<file path="config.mk">
export PLATFORM = sky130hd
export DESIGN_NAME = pipeline_hazard_ctrl
export DESIGN_NICKNAME = d
export VERILOG_FILES = /design/src/rtl/pipeline_hazard_ctrl.sv
export SDC_FILE = /design/constraint.sdc
export NUM_CORES = 1
export LEC_CHECK = 0
export ABC_CLOCK_PERIOD_IN_PS = 4600
export BUFFER_PORTS_ARGS = -buffer_cell sky130_fd_sc_hd__buf_2
export CAP_MARGIN = 0
export CORE_UTILIZATION = 60
export DETAILED_ROUTE_END_ITERATION = 16
export GPL_ROUTABILITY_DRIVEN = 0
export HOLD_SLACK_MARGIN = 0.1
export PLACE_DENSITY = 0.92
export REMOVE_ABC_BUFFERS = 1
export SKIP_CTS_REPAIR_TIMING = 1
export SYNTH_ARGS = -nofsm -noshare
export SYNTH_HDL_FRONTEND = slang
export SYNTH_SLANG_ARGS = --single-unit
</file>
<file path="constraint.sdc">
create_clock -name clk -period 4.6 [get_ports clk]
set_clock_uncertainty 0.1 [all_clocks]
set_input_delay 0.69 -clock clk [delete_from_list [all_inputs] [get_ports clk]]
set_output_delay 0.69 -clock clk [all_outputs]
set_load 0.01 [all_outputs]
</file>
<file path="src/rtl/pipeline_hazard_ctrl.sv">
// pipeline_hazard_ctrl
//   Scoreboard-based RAW hazard detector and stall/flush sequencer for a
//   5-stage MIPS pipeline. It sits beside the ID stage and does four things:
//     - counts in-flight writers per GPR, from ID issue to WB;
//     - drives the 2-bit pause code into control_unit.pause_in;
//     - turns pause_out and the taken-branch flag into PC / IF-ID / ID-EX
//       enables, the IF/ID flush and the ID/EX bubble;
//     - keeps a saturating stall-cycle counter for performance debug.
//
//   Build option: define HAZ_WB_BYPASS_EN to let a register that is being
//   written back this cycle (count == 1) stop stalling in the WB cycle itself.
//   This matches a register file that writes in the first half-cycle. The
//   scoreboard update rules are the same in both builds.

module pipeline_hazard_ctrl #(
    parameter int unsigned REG_ADDR_W = 5,
    parameter int unsigned CNT_W      = 2,
    parameter int unsigned PERF_W     = 16
) (
    input  logic                  clk,
    input  logic                  rst,
    // ID stage instruction
    input  logic                  id_valid,
    input  logic [REG_ADDR_W-1:0] id_rs,
    input  logic [REG_ADDR_W-1:0] id_rt,
    input  logic [REG_ADDR_W-1:0] id_wreg,
    input  logic                  id_regwe,
    // control_unit feedback
    input  logic                  pause_req,
    input  logic                  branch_taken,
    // WB stage writeback
    input  logic                  wb_regwe,
    input  logic [REG_ADDR_W-1:0] wb_wreg,
    // Hazard outputs
    output logic [1:0]            pause,
    output logic                  pc_we,
    output logic                  ifid_we,
    output logic                  ifid_flush,
    output logic                  idex_bubble,
    output logic [PERF_W-1:0]     perf_stall_cnt
);

    localparam int unsigned NUM_REGS = 1 << REG_ADDR_W;

    // FSM encoding; 2'b11 is unused and treated like RUN.
    localparam logic [1:0] ST_RUN   = 2'd0;
    localparam logic [1:0] ST_STALL = 2'd1;
    localparam logic [1:0] ST_FLUSH = 2'd2;

    logic [1:0]        state_q, state_d;
    logic [CNT_W-1:0]  cnt_q [NUM_REGS];
    logic [CNT_W-1:0]  cnt_d [NUM_REGS];
    logic [PERF_W-1:0] perf_q, perf_d;

    logic in_flush;
    logic issue;
    logic inc_en;
    logic dec_en;
    logic inc_ovf;
    logic dec_udf;

    logic rs_busy;
    logic rt_busy;
    logic rs_pend;
    logic rt_pend;

    assign in_flush = (state_q == ST_FLUSH);

    // The ID slot is squashed while in FLUSH, so nothing issues from it then.
    assign issue  = id_valid && !pause_req && !in_flush;
    assign inc_en = issue && id_regwe && (id_wreg != '0);
    assign dec_en = wb_regwe && (wb_wreg != '0);

    // Scoreboard next state: +1 on issue, -1 on writeback, both cancel out.
    always_comb begin
        inc_ovf  = 1'b0;
        dec_udf  = 1'b0;
        cnt_d[0] = '0;
        for (int unsigned i = 1; i < NUM_REGS; i++) begin
            cnt_d[i] = cnt_q[i];
            if (inc_en && (id_wreg == REG_ADDR_W'(i)) &&
                !(dec_en && (wb_wreg == REG_ADDR_W'(i)))) begin
                if (cnt_q[i] == '1) begin
                    inc_ovf = 1'b1;
                end else begin
                    cnt_d[i] = cnt_q[i] + CNT_W'(1);
                end
            end else if (dec_en && (wb_wreg == REG_ADDR_W'(i)) &&
                         !(inc_en && (id_wreg == REG_ADDR_W'(i)))) begin
                if (cnt_q[i] == '0) begin
                    dec_udf = 1'b1;
                end else begin
                    cnt_d[i] = cnt_q[i] - CNT_W'(1);
                end
            end
        end
    end

    // Scoreboard storage; entry 0 is reset to zero and never written otherwise.
    always_ff @(posedge clk or posedge rst) begin
        if (rst) begin
            for (int unsigned i = 0; i < NUM_REGS; i++) begin
                cnt_q[i] <= '0;
            end
        end else begin
            for (int unsigned i = 0; i < NUM_REGS; i++) begin
                cnt_q[i] <= cnt_d[i];
            end
        end
    end

    // Operand pending detection from the registered counts.
    always_comb begin
        rs_busy = (cnt_q[id_rs] != '0);
        rt_busy = (cnt_q[id_rt] != '0);
`ifdef HAZ_WB_BYPASS_EN
        // Last outstanding writer is retiring right now: the value lands in the
        // register file early enough for ID to read it this cycle.
        rs_pend = rs_busy && !(wb_regwe && (wb_wreg == id_rs) &&
                               (cnt_q[id_rs] == CNT_W'(1)));
        rt_pend = rt_busy && !(wb_regwe && (wb_wreg == id_rt) &&
                               (cnt_q[id_rt] == CNT_W'(1)));
`else
        rs_pend = rs_busy;
        rt_pend = rt_busy;
`endif
    end

    // FSM next state: pause_req beats branch_taken, FLUSH lasts one cycle.
    always_comb begin
        state_d = ST_RUN;
        case (state_q)
            ST_FLUSH: state_d = ST_RUN;
            default: begin
                if (pause_req) begin
                    state_d = ST_STALL;
                end else if (branch_taken) begin
                    state_d = ST_FLUSH;
                end else begin
                    state_d = ST_RUN;
                end
            end
        endcase
    end

    // FSM state register.
    always_ff @(posedge clk or posedge rst) begin
        if (rst) begin
            state_q <= ST_RUN;
        end else begin
            state_q <= state_d;
        end
    end

    // Stall-cycle counter next state, saturating at all-ones.
    always_comb begin
        perf_d = perf_q;
        if (pause_req && !in_flush && (perf_q != '1)) begin
            perf_d = perf_q + PERF_W'(1);
        end
    end

    // Stall-cycle counter register.
    always_ff @(posedge clk or posedge rst) begin
        if (rst) begin
            perf_q <= '0;
        end else begin
            perf_q <= perf_d;
        end
    end

    // Pipeline control outputs; reset forces a frozen front end and a bubble.
    always_comb begin
        pause       = 2'b00;
        pc_we       = 1'b1;
        ifid_we     = 1'b1;
        ifid_flush  = 1'b0;
        idex_bubble = 1'b0;
        if (rst) begin
            pc_we       = 1'b0;
            ifid_we     = 1'b0;
            idex_bubble = 1'b1;
        end else if (in_flush) begin
            // ID holds the squashed slot: refill the front end, bubble EX.
            idex_bubble = 1'b1;
        end else begin
            if (id_valid) begin
                pause = {rt_pend, rs_pend};
            end
            // RUN and STALL share identical output decoding.
            if (pause_req) begin
                pc_we       = 1'b0;
                ifid_we     = 1'b0;
                idex_bubble = 1'b1;
            end else if (branch_taken) begin
                ifid_flush = 1'b1;
            end
        end
    end

    assign perf_stall_cnt = perf_q;

    // Saturation on either side means the pipeline lost track of a writer.
    a_no_cnt_overflow: assert property (@(posedge clk) disable iff (rst) !inc_ovf);
    a_no_cnt_underflow: assert property (@(posedge clk) disable iff (rst) !dec_udf);

endmodule

</file>
==> metrics.cfg <==
[global_routing]
grt_overflow=0
antenna_found_initial=0
grt_first_pass_wirelength_um=22900
grt_max_degree=83
gr-usage-all-layers_pct=30.0
first_global_vias=4949

[power]
power.share.switching_pct=34.9
p_total_mw=2.09
p_int_mw=1.36
pwr-share-clk_pct=26.4
pwr-share-comb_pct=24.5
p_sw_mw=0.731
ir_drop_uv=256
p_leak_nw=2.70
share_seq_of_total_power_pct=49.1
powerDensity_nw_per_um2=353

[floorplan]
die_height_um=96.8
die-area_um2=9380
initial_core_util_pct=61.9
io_pins=49
core_um2=8720
core.rowCount=34
die_x_um=96.8

[yosys]
synth_compound_gate_area_share_pct=17.7
synth_top_flop_cell=dfrtp_1
yosys_warnings=0
yosysTopAreaCell=dfrtp_1
synthSimpleGateAreaFrac_pct=26.8
synth_xor_area_share_pct=2.11
synthTopCellsByArea=dfrtp_1 (37%), ha_1 (7.4%), nor2b_1 (6.6%)
synthAdderAreaFrac_pct=7.42
synth_seq_cells=80
synth_area_um2=5400
ys_seq_area_share_pct=37.1
synth.top_cell.area_share_pct=37.1
synth_cell_types=47
synth_top_family_by_area=simple AND/OR/NAND/NOR gates
muxShareOfSynthArea_pct=7.26
synthCells=624
postSynth.asyncResetShare_pct=100
synth_edf_count=0
syn_avg_cell_area_um2=8.65

[sta]
rsz0062_at_grt=false
fmax_mhz=318
setup_viol=0
hold_ws_ns=0.401
slew_headroom_pct=32.0
finalSetupTns_ns=0
period_share_pct=68.3
tightest_slew_ns=1.02
hold_violations=0
timing.final.ws_setup_ns=1.46
fin_crit_ns=3.14
maxSlewViolCount=0

[route]
postRouteAntennaNets=0
routed-wl-met3_um=1190
drc=0
vias_per_cell=6.53
wl_met1_um=5280
routed_wl_um=13600
top_layer=met4
vias=5112
dr.pass1.iters=5
drtIter0Drc=427
wire_per_inst_um=17.4
wl_met2_um=6770

[placement]
io_buffers=48
post-place-cells=767
hpwl_um=10100
dp_worst_setup_slack_ns=1.56

[final_layout]
drive_above_1_share_pct=11.3
layout_commonest_cell=dfrtp_1
nFillCells=695
layout_common_cells=dfrtp_1 (80), nand2_1 (73), o21ai_0 (71)
antenna-diode-count=0
stdcell_count=783
final_nets=729
areaGrowthSynthToFinish_pct=9.83

[status]
status=finished, final reports clean

[hold_path]
min_to=cnt_q[16]
hp-start=cnt_q[16]
hold_path.class=flop to flop
holdPathStages=1

[clocking]
clkLatencyLatePin_ns=0.36
cts_made_buffers=9
clkSlewWorstSetupHoldPaths_ns=0.09
clock-root-buffer=clkbuf_8
cts_tree=yes
cts_sinks=80
h-tree-depth=3
clock_path_buffers=2

[setup_path]
cp_top_family=compound AO/OA/AOI/OAI gates
rr_startpoint=state_q[0]
cp_slowest_cell=a2111oi_0
cpPeakStageDelay_ns=0.57
critPathMaxFanout=24
crit_chain=buf_2, nor2b_1, a2111oi_0, o21ai_0, nand4_1, a22o_1, buf_2
required_ns=3.81
cp_common_cell=buf_2
path_class=primary input to primary output
endpoint_kind=primary output
crit_arrival_ns=2.35
path_buf_inv=2
reg2reg_to=cnt_q[12]
r2r_slack_ns=2.17
start_kind=primary input
crit_start=id_rt[1]
r2r_cells=7

[run]
cap_violations=0

[how the worst max path moves through the flow]
stage | cells after the start | slack, ns | to
final | 7 | 1.46 | pause[1]
after global routing | 7 | 1.30 | pause[1]
after CTS | 6 | 1.56 | pause[1]
after detailed placement | 6 | 1.56 | pause[1]
after global placement | 6 | 1.65 | pause[1]
after floorplan | 4 | 0.48 | pause[1]
[power by group through the flow]
stage / Combinational [mW] / Sequential, mW / Clock (mW)
final: 0.513 / 1.03 / 0.553
after floorplan: 0.339 / 1.01 / 0
after global routing: 0.567 / 1.05 / 0.591
after global placement: 0.479 / 1.02 / 0
after CTS: 0.509 / 1.02 / 0.559
after detailed placement: 0.506 / 1.04 / 0
[cell type report]
class	count	area (µm²)	area share, %
Clock inverter	5	55.1	0.929
Multi-Input combinational cell	523	3310	55.8
Timing Repair Buffer	49	248	4.18
Clock buffer	11	151	2.55
Sequential cell	80	2000	33.8
Inverter	7	27.5	0.464
Tap cell	108	135	2.28
[cells in the mapped netlist, types with 4 or more instances]
library cell	count
nor2_1	69
a21oi_1	29
mux2i_1	29
o21bai_1	12
nand2b_1	9
nor2b_1	57
nor3b_1	6
nand3_1	18
dfrtp_1	80
clkbuf_1	10
and3_1	5
ha_1	32
inv_1	7
o21ai_0	71
nor3_1	30
mux4_2	4
o31a_1	17
xnor2_1	11
nand2_1	73
a211oi_1	7
nand4_1	6
[through the flow]
step                      instance area (µm²)  utilization [%]
after floorplan                          5340                -
after global placement                   5720             65.6
after detailed placement                 5720             65.6
after CTS                                5930             68.0
after global routing                     5930             68.0
final                                    5930             68.0
[cell families (layout without fill, tap and decap cells)]
family	after synthesis	in the layout
AO/OA/AOI/OAI	155	155
XOR/XNOR	13	13
adder cells (fa/ha/maj)	32	32
buffers and inverters	21	72
flip-flops	80	80
multiplexers	34	34
AND/OR/NAND/NOR	289	289
[sequential cells by signal, summed over array words and instances, names as in the netlist]
| signal | count |
|---|---|
| perf_stall_cnt | 16 |
| state_q | 2 |
| cnt_q | 62 |
[per-layer routing]
layer | vias up | track usage, %
met3 | 48 | 6.29
met4 | 0 | 11.6
met5 | - | 0
li1 | 2342 | -
met2 | 280 | 52.2
met1 | 2442 | 36.4
[worst register-to-register path, delay by kind of cell (launching register included)]
kind,cells,cell delay (ns)
compound gates,1,0.37
fa+ha+maj,1,0.29
flops,1,0.34
simple gates,5,1.21
Power figures use the tool's default switching activity.
